$ cat src/rtl/test_mon_pkg.sv
// Shared types for the ISA end-of-test monitor: FSM states and verdict encodings.
package test_mon_pkg;

  typedef enum logic [1:0] {
    TM_RUN,
    TM_CONF_P,
    TM_CONF_F,
    TM_DONE
  } tm_state_e;

  typedef enum logic [1:0] {
    TM_RES_NONE,
    TM_RES_PASS,
    TM_RES_FAIL,
    TM_RES_TIMEOUT
  } tm_res_e;

endpackage

$ cat src/rtl/test_mon_window_cmp.sv
// Inclusive PC window compare: hit when valid and BASE <= pc <= BASE+SPAN (unsigned, XLEN-bit).
module test_mon_window_cmp #(
  parameter int               XLEN = 32,
  parameter logic [XLEN-1:0]  BASE = 32'h0000_0100,
  parameter int               SPAN = 8
) (
  input  logic            valid,
  input  logic [XLEN-1:0] pc,
  output logic            hit
);

  // Upper bound wraps at XLEN bits, matching the unsigned window definition.
  localparam logic [XLEN-1:0] TOP = BASE + XLEN'(SPAN);

  assign hit = valid && (pc >= BASE) && (pc <= TOP);

endmodule

$ cat src/rtl/isa_test_monitor.sv
// End-of-test detector: confirms a parked pass/fail PC loop, runs a cycle watchdog, latches a verdict.
// Optional tohost store snooping is enabled with `define TEST_MON_TOHOST_EN.
module isa_test_monitor
  import test_mon_pkg::*;
#(
  parameter int               XLEN        = 32,
  parameter int               CNT_W       = 32,
  parameter logic [XLEN-1:0]  PASS_PC     = 32'h0000_0224,
  parameter logic [XLEN-1:0]  FAIL_PC     = 32'h0000_0210,
  parameter int               WINDOW      = 8,
  parameter int               HOLD_CYCLES = 2,
`ifdef TEST_MON_TOHOST_EN
  parameter logic [XLEN-1:0]  TOHOST_ADDR = 32'h0000_1000,
`endif
  parameter int               TIMEOUT     = 650
) (
  input  logic             clk,
  input  logic             rst_n,
  input  logic             pc_valid,
  input  logic [XLEN-1:0]  pc,
`ifdef TEST_MON_TOHOST_EN
  input  logic             st_valid,
  input  logic [XLEN-1:0]  st_addr,
  input  logic [XLEN-1:0]  st_wdata,
  output logic [XLEN-2:0]  test_num,
`endif
  output logic             done,
  output logic             pass,
  output logic             fail,
  output logic             timeout,
  output logic [CNT_W-1:0] cycle_cnt,
  output logic [CNT_W-1:0] done_cycle,
  output logic [XLEN-1:0]  done_pc
);

  localparam int              HC_W = $clog2(HOLD_CYCLES + 1);
  localparam logic [HC_W-1:0] HOLD = HC_W'(HOLD_CYCLES);
  localparam logic [HC_W-1:0] ONE  = HC_W'(1);

  tm_state_e       state, nxt_state;
  logic [HC_W-1:0] hit_cnt, nxt_cnt;
  logic            hit_p_raw, hit_p, hit_f;
  logic            conf_p, conf_f, wd_fire;
  tm_res_e         res, pc_res;

  test_mon_window_cmp #(.XLEN(XLEN), .BASE(PASS_PC), .SPAN(WINDOW)) u_win_pass (
    .valid (pc_valid),
    .pc    (pc),
    .hit   (hit_p_raw)
  );

  test_mon_window_cmp #(.XLEN(XLEN), .BASE(FAIL_PC), .SPAN(WINDOW)) u_win_fail (
    .valid (pc_valid),
    .pc    (pc),
    .hit   (hit_f)
  );

  // Overlapping windows resolve to fail, so a pass hit never coexists with a fail hit.
  assign hit_p = hit_p_raw & ~hit_f;

  always_comb begin
    nxt_state = state;
    nxt_cnt   = hit_cnt;
    case (state)
      TM_RUN: begin
        if (hit_f) begin
          nxt_state = TM_CONF_F;
          nxt_cnt   = ONE;
        end else if (hit_p) begin
          nxt_state = TM_CONF_P;
          nxt_cnt   = ONE;
        end
      end
      TM_CONF_P, TM_CONF_F: begin
        if (pc_valid) begin
          if ((state == TM_CONF_P && hit_p) || (state == TM_CONF_F && hit_f)) begin
            nxt_cnt = (hit_cnt == HOLD) ? HOLD : hit_cnt + ONE;
          end else if (hit_f) begin
            nxt_state = TM_CONF_F;
            nxt_cnt   = ONE;
          end else if (hit_p) begin
            nxt_state = TM_CONF_P;
            nxt_cnt   = ONE;
          end else begin
            nxt_state = TM_RUN;
            nxt_cnt   = '0;
          end
        end
      end
      default: ;
    endcase
  end

  // A confirm needs the incoming hit itself to bring the count to HOLD; bubbles never confirm.
  assign conf_p  = hit_p && (nxt_state == TM_CONF_P) && (nxt_cnt == HOLD);
  assign conf_f  = hit_f && (nxt_state == TM_CONF_F) && (nxt_cnt == HOLD);
  assign wd_fire = (TIMEOUT != 0) && (cycle_cnt == CNT_W'(TIMEOUT - 1));

  always_comb begin
    pc_res = TM_RES_NONE;
    if (state != TM_DONE) begin
      if (conf_f)       pc_res = TM_RES_FAIL;
      else if (conf_p)  pc_res = TM_RES_PASS;
      else if (wd_fire) pc_res = TM_RES_TIMEOUT;
    end
  end

`ifdef TEST_MON_TOHOST_EN
  logic th_fire;
  assign th_fire = (state != TM_DONE) && st_valid && (st_addr == TOHOST_ADDR) && st_wdata[0];

  // A tohost store outranks both the PC confirm and the watchdog.
  always_comb begin
    res = pc_res;
    if (th_fire) res = (st_wdata == XLEN'(1)) ? TM_RES_PASS : TM_RES_FAIL;
  end

  always_ff @(posedge clk or negedge rst_n) begin
    if (!rst_n)                                        test_num <= '0;
    else if (th_fire && st_wdata != XLEN'(1))          test_num <= st_wdata[XLEN-1:1];
  end
`else
  assign res = pc_res;
`endif

  always_ff @(posedge clk or negedge rst_n) begin
    if (!rst_n) begin
      state      <= TM_RUN;
      hit_cnt    <= '0;
      done       <= 1'b0;
      pass       <= 1'b0;
      fail       <= 1'b0;
      timeout    <= 1'b0;
      cycle_cnt  <= '0;
      done_cycle <= '0;
      done_pc    <= '0;
    end else if (state != TM_DONE) begin
      if (cycle_cnt != '1) cycle_cnt <= cycle_cnt + 1'b1;
      if (res != TM_RES_NONE) begin
        state      <= TM_DONE;
        hit_cnt    <= '0;
        done       <= 1'b1;
        pass       <= (res == TM_RES_PASS);
        fail       <= (res == TM_RES_FAIL);
        timeout    <= (res == TM_RES_TIMEOUT);
        done_cycle <= cycle_cnt;
        done_pc    <= (res == TM_RES_TIMEOUT) ? '0 : pc;
      end else begin
        state   <= nxt_state;
        hit_cnt <= nxt_cnt;
      end
    end
  end

endmodule

$ cat config.mk
export PLATFORM = sky130hd
export DESIGN_NAME = isa_test_monitor
export DESIGN_NICKNAME = d
export VERILOG_FILES = /design/src/rtl/test_mon_pkg.sv /design/src/rtl/test_mon_window_cmp.sv /design/src/rtl/isa_test_monitor.sv
export SDC_FILE = /design/constraint.sdc
export NUM_CORES = 1
export LEC_CHECK = 0
export ABC_AREA = 1
export CAP_MARGIN = 20
export CORE_AREA = 3 3 143 145
export CTS_CLUSTER_SIZE = 20
export DETAILED_ROUTE_END_ITERATION = 8
export DIE_AREA = 0 0 146 148
export GPL_ROUTABILITY_DRIVEN = 0
export PLACE_DENSITY = 0.55
export REMOVE_ABC_BUFFERS = 1
export SETUP_SLACK_MARGIN = 0.5
export SLEW_MARGIN = 20
export SYNTH_ARGS = -nofsm -noshare
export SYNTH_HDL_FRONTEND = slang
export SYNTH_SLANG_ARGS = --single-unit
$ cat constraint.sdc
create_clock -name clk -period 4.95 [get_ports clk]
set_clock_uncertainty 0.15 [all_clocks]
set_input_delay 0.99 -clock clk [delete_from_list [all_inputs] [get_ports clk]]
set_output_delay 0.99 -clock clk [all_outputs]
set_load 0.05 [all_outputs]
### Word level (Yosys, flattened, before mapping)

Cells that the tools add are included.

| cells by class | value |
|---|---|
| $lt $le $gt $ge | 4 |
| bitwise gates (word level) | 2 |
| $add $sub $neg | 2 |
| equal/unequal tests | 12 |
| mux-type cells | 21 |
| reduce and logical (&&, ||, !) cells | 16 |

Operators by type and width:

| operator | count |
|---|---|
| 32-bit by 10-bit >= comparator with 1-bit output (second input constant) | 2 |
| 32-bit by 10-bit <= comparator with 1-bit output (second input constant) | 2 |
| 32-bit by 1-bit adder with 32-bit output (second input constant) | 1 |
| 32-bit by 10-bit equality test with 1-bit output (second input constant) | 1 |
| 2-bit 2-to-1 mux | 16 |
| 32-bit 2-to-1 mux | 1 |
| 32-bit != test (second input constant) | 1 |
| 2-bit equality test (second input constant) | 6 |
| 1-bit logical AND | 10 |
| 2-bit one-hot mux with 2 select lines | 2 |
| 2-bit by 1-bit equality test with 1-bit output (second input constant) | 3 |
| 2-bit AND reduction | 2 |
| 2-bit by 1-bit adder with 2-bit output (second input constant) | 1 |
| 2-bit zero test | 1 |
| 1-bit 2-to-1 mux | 2 |
| 2-bit != test (second input constant) | 1 |
| 2-bit nonzero test | 1 |
| 2-bit OR reduction | 1 |
| 1-bit bitwise AND | 1 |
| 1-bit logical OR | 1 |
| 1-bit NOT | 1 |

| word-level totals | value |
|---|---|
| output and inout bits | 100 |
| input port bits | 35 |
| word-level logic and storage cells | 66 |
| register bits after elaboration | 104 |

### Logic depth before layout (Yosys ltp)

| logic depth | value |
|---|---|
| depth in word-level cells | 18 |
| mapped depth | 25 |
| gate-level depth less buffers | 24 |

### By module

A second synthesis with hierarchy kept.

| second synthesis, totals | value |
|---|---|
| cell total of the unflattened synthesis | 760 |
| area total of the unflattened synthesis | 5731.7 µm² |

Modules (own cells, without submodules):

| module | seq. area each (µm²) | instances | cells each | area an instance (µm²) |
|---|---|---|---|---|
| isa_test_monitor | 2602.5 | 1 | 645 | 5267.6 |
| test_mon_window_cmp (u_win_pass) | 0.0 | 1 | 63 | 259.0 |
| test_mon_window_cmp (u_win_fail) | 0.0 | 1 | 52 | 205.2 |

### Worst setup path before layout

OpenSTA, ideal clock, no wires.

| timing | value |
|---|---|
| path type | in2reg |
| start | input pc[20] |
| end | register done_cycle[9] |
| data required time | 4.680 ns |
| data arrival time | 2.897 ns |
| cell stages on the path | 18 |
| path buffers | 2 |
| path slack | 1.783 ns |
| library setup time | 0.120 ns |
| cells stage by stage | nor2_1 nand2_1 nor2_1 nand3_1 nor2_1 nor2_4 nand2_2 nand3_1 a21oi_1 nand2_1 a21oi_4 nand2_2 nand2_1 nand3_1 buf_4 buf_4 nand3_1 nand2_1 |

| on the way | value |
|---|---|
| longest elaborated chain between the ends | 18 |
| elaborated cells on any way between the ends | 38 |
| those cells by class | order compare: 4; eq/ne: 3; mux: 16; bitwise: 2; reduce/logical: 13 |

Ends and longest elaborated chain:

| element | line | RTL |
|---|---|---|
| start: declaration | isa_test_monitor.sv:20 | `input logic [XLEN-1:0] pc,` |
| 32-bit by 10-bit >= comparator with 1-bit output | test_mon_window_cmp.sv:15 | `assign hit = valid && (pc >= BASE) && (pc <= TOP);` |
| 1-bit logical AND (2 in series) | test_mon_window_cmp.sv:15 |  |
| 1-bit NOT | isa_test_monitor.sv:59 | `assign hit_p = hit_p_raw & ~hit_f;` |
| 1-bit bitwise AND | isa_test_monitor.sv:59 |  |
| 1-bit 2-to-1 mux / 1-bit logical AND (equally long branches) | isa_test_monitor.sv:81, isa_test_monitor.sv:76 |  |
| 2-bit 2-to-1 mux / 1-bit logical OR (equally long branches) | isa_test_monitor.sv:78, isa_test_monitor.sv:76 |  |
| 2-bit 2-to-1 mux | isa_test_monitor.sv:76 | `if ((state == TM_CONF_P && hit_p) \|\| (state == TM_CONF_F && hit_f)) begin` |
| 2-bit 2-to-1 mux | isa_test_monitor.sv:75 | `if (pc_valid) begin` |
| 2-bit one-hot mux with 2 select lines | isa_test_monitor.sv:64 | `case (state)` |
| 2-bit by 1-bit equality test with 1-bit output | isa_test_monitor.sv:95 | `assign conf_p = hit_p && (nxt_state == TM_CONF_P) && (nxt_cnt == HOLD);` |
| 1-bit logical AND (2 in series) | isa_test_monitor.sv:95 |  |
| 2-bit 2-to-1 mux | isa_test_monitor.sv:103 | `else if (conf_p) pc_res = TM_RES_PASS;` |
| 2-bit 2-to-1 mux (*) | isa_test_monitor.sv:102 | `if (conf_f) pc_res = TM_RES_FAIL;` |
| 2-bit 2-to-1 mux (*) | isa_test_monitor.sv:101 | `if (state != TM_DONE) begin` |
| 2-bit nonzero test (*) | isa_test_monitor.sv:139 | `if (res != TM_RES_NONE) begin` |
| 2-bit AND reduction (no source line) (*) | -- |  |
| end signal: assignment | isa_test_monitor.sv:146 | `done_cycle <= cycle_cnt;` |
| end: declaration | isa_test_monitor.sv:32 | `output logic [CNT_W-1:0] done_cycle,` |

Every way passes the cells marked *; elsewhere a longest branch is shown, timed or not.
A chain may end at the register's enable or synchronous reset.

### Worst setup path after layout

| timing | value |
|---|---|
| start | input pc[9] |
| end | register done_cycle[20] |

Same word-level chain as after synthesis.

==> reports/metrics.cfg <==
[logic_synthesis]
yosys.area_share.simple_pct=33.6
synthTopCellsByArea=dfrtp_1 (47%), nand2_1 (12%), inv_1 (7.7%), nand3_1 (6.7%), nor2_1 (5.6%)
yosys_warnings=0
synthXorXnorAreaFrac_pct=4.86
synth_top_family_by_area=simple AND/OR/NAND/NOR gates
avgSynthCellArea_um2=7.65
synth_area_leader_cell=dfrtp_1
synth_cells=730
synthesis.area_um2=5590
synthAdderAreaFrac_pct=1.79
synth_compound_area_share_pct=2.78
yosysSeqAreaShare_pct=46.6
synthDistinctLibCells=38
synth.top_cell.area_share_pct=46.6
synthMuxAreaShare_pct=0
synth-seq-cells=104

[route]
drtIter0Drc=279
drc=0
first_pass_iters=7
vias=4847
via_per_inst=4.31
routedWlPerCell_um=13.1
final_antenna_net_count=0
drt_wl_total_um=14700

[grt]
grt_usage_pct=13.6
grt_pass1_wl_um=24200
grt_pass1_vias=4568
antenna_found_initial=0
grt-ovfl-total=0
grt_max_degree=75

[setup_path]
cp.required_ns=5.09
r2r-start=cycle_cnt[0]$_DFFE_PN0P_
cp_cell_sequence=clkdlybuf4s50_1 > nand2_1 > nor2_1 > nand2_1 > nor2_1 > inv_1 > nand2_1 > nand2_1 > nor2_2 > nand3_1 > nand3_1 > nand2_1 > nand2_1 > nand2_2 > nor2_1 > nand3_2 > nand2_1 > nand2_2 > nand2_2 > buf_12 > nand2_1 > nand2_1
end_kind=flop
max_stage_delay_ns=0.55
start_kind=input pin
cp_common_cell=nand2_1
startpoint=pc[9]
cp_max_fo=58
path_class=input pin to flop
cp_slowest_cell=clkdlybuf4s50_1
cp_data_arrival_time_ns=4.12

[hold_path]
worstHoldStart=done$_DFFE_PN0P_
hp-class=flop to flop

[pwr]
leakage_nw=3.77
p_total_mw=1.81
irDropWorstVdd_v=0.000162
p_per_area_nw_per_um2=242

[layout]
fin_util_pct=38.8
drive_gt1_share_pct=7.44
diodes=0
finalNonFillerCells=1125
fill_cells=2019
fin_area_um2=7500
nets=899
synthToLayoutAreaGrowth_pct=34.2

[clock_network]
root_buffer=clkbuf_16
cts_max_path_buffers=2
cts.clk_slew.worst_paths_ns=0.06
cts.sinks=104
cts_hold_buf=0
cts_buffers=9
htree_num_levels=3
clock_latency_ns=0.35
cts_tree=done

[timing]
finalMaxSlewViolations=0
worst_pin_slew_ns=0.958
timing.final.hold_violations=0
fin_setup_tns_ns=0
min_period_ns=3.99
fin_ws_ns=0.963
slew_headroom_pct=36.1
period_share_pct=80.6
hold-worst-slack_ns=0.316
setup_viol=0
rsz0062_at_grt=no
max_freq_mhz=251

[floorplan]
ios=135
die_w_um=146
num_rows=51
dieArea_um2=21600
coreArea_um2=19300
die_h_um=148
start_util_pct=28.9

[placed_design]
dp_cells=1110
placed_area_um2=7170
io_buffers=134
hpwl_um=10900
dpl_worst_slack_ns=0.537

[outcome]
status=complete, no violations

[job]
maxCapViolCount=0

[metal layers]
| layer | GRT usage, % | share of wire, % | wire length [um] | vias up |
|---|---|---|---|---|
| met5 | 0 | 0 | 0 | - |
| met4 | 3.25 | 1.0 | 151 | 0 |
| met3 | 3.43 | 5.6 | 818 | 11 |
| met2 | 20.7 | 44 | 6460 | 114 |
| met1 | 19.6 | 49 | 7280 | 2216 |
| li1 | - | - | - | 2506 |
[worst max-delay path: cells and delay by family]
family	cells	cell delay, ns
simple gates	19	2.17
buf+inv	3	0.90
[flip-flops by register name, indices dropped and copies added, names as in the netlist]
name        count
pass            1
cycle_cnt      32
done_cycle     32
state           2
hit_cnt         2
fail            1
done            1
done_pc        32
timeout         1
[cell families (layout without fill, tap and decap cells)]
group,after synthesis,in the layout
flip-flops,104,104
AO/OA/AOI/OAI,25,25
AND/OR/NAND/NOR,421,421
buffers and inverters,141,271
XOR/XNOR,31,31
adder cells (fa/ha/maj),8,8
[what timing repair did]
action	4_1_cts	5_1_grt
setup buffers	0	0
resized for setup	0	1
endpoints found under the hold margin	0	0
endpoints found under the setup margin	0	1
[area by class of cell]
class	instances	area, um2	area share, %
clock inverters	3	65.1	0.868
flip-flops and latches	104	2600	34.7
multi-input cells	485	2420	32.2
inverters	118	443	5.91
clock buffers	12	256	3.42
well taps	265	332	4.42
repair buffers	138	1380	18.4
[final timing paths]
| path | endpoint | slack, ns | cells past startpoint |
|---|---|---|---|
| setup / recovery | done_cycle[20]$_DFFE_PN0P_ | 0.96 | 22 |
| hold / removal | done$_DFFE_PN0P_ | 0.32 | 1 |
| setup reg to reg | cycle_cnt[29]$_DFFE_PN0P_ | 1.78 | 18 |
| hold reg to reg | done$_DFFE_PN0P_ | 0.32 | 1 |
| max in group asynchronous | cycle_cnt[21]$_DFFE_PN0P_ | 2.98 | 2 |
| min in group asynchronous | done_pc[7]$_DFFE_PN0P_ | 0.61 | 1 |
[synthesized netlist by cell type, drive strengths merged]
master	n
a211oi	1
a21oi	10
a31oi	1
and2	2
and3	1
buf	16
clkbuf	7
clkinv	1
dfrtp	104
ha	8
inv	117
nand2	189
nand3	77
nand4	15
nor2	111
nor3	13
nor4	11
o211ai	1
o21a	1
o21ai	10
o21bai	1
or2	1
or3	1
xnor2	1
xor2	30
[power by group]
group	internal, mW	switching [mW]	total (mW)
Sequential	0.859	0.00482	0.864
Combinational	0.0669	0.107	0.174
Clock	0.468	0.306	0.774
Total	1.39	0.418	1.81
[cell usage in the layout, fill, tap and decap left out, types with 12 or more instances in the layout]
cell type,Yosys,routed
nand3_1,75,74
nor2_2,27,27
xor2_1,30,30
nor2_1,83,83
inv_1,114,114
nor3_1,12,12
dfrtp_1,104,104
clkdlybuf4s50_1,0,133
nand2_1,182,182
nand4_1,15,15
Power figures use the tool's default switching activity.
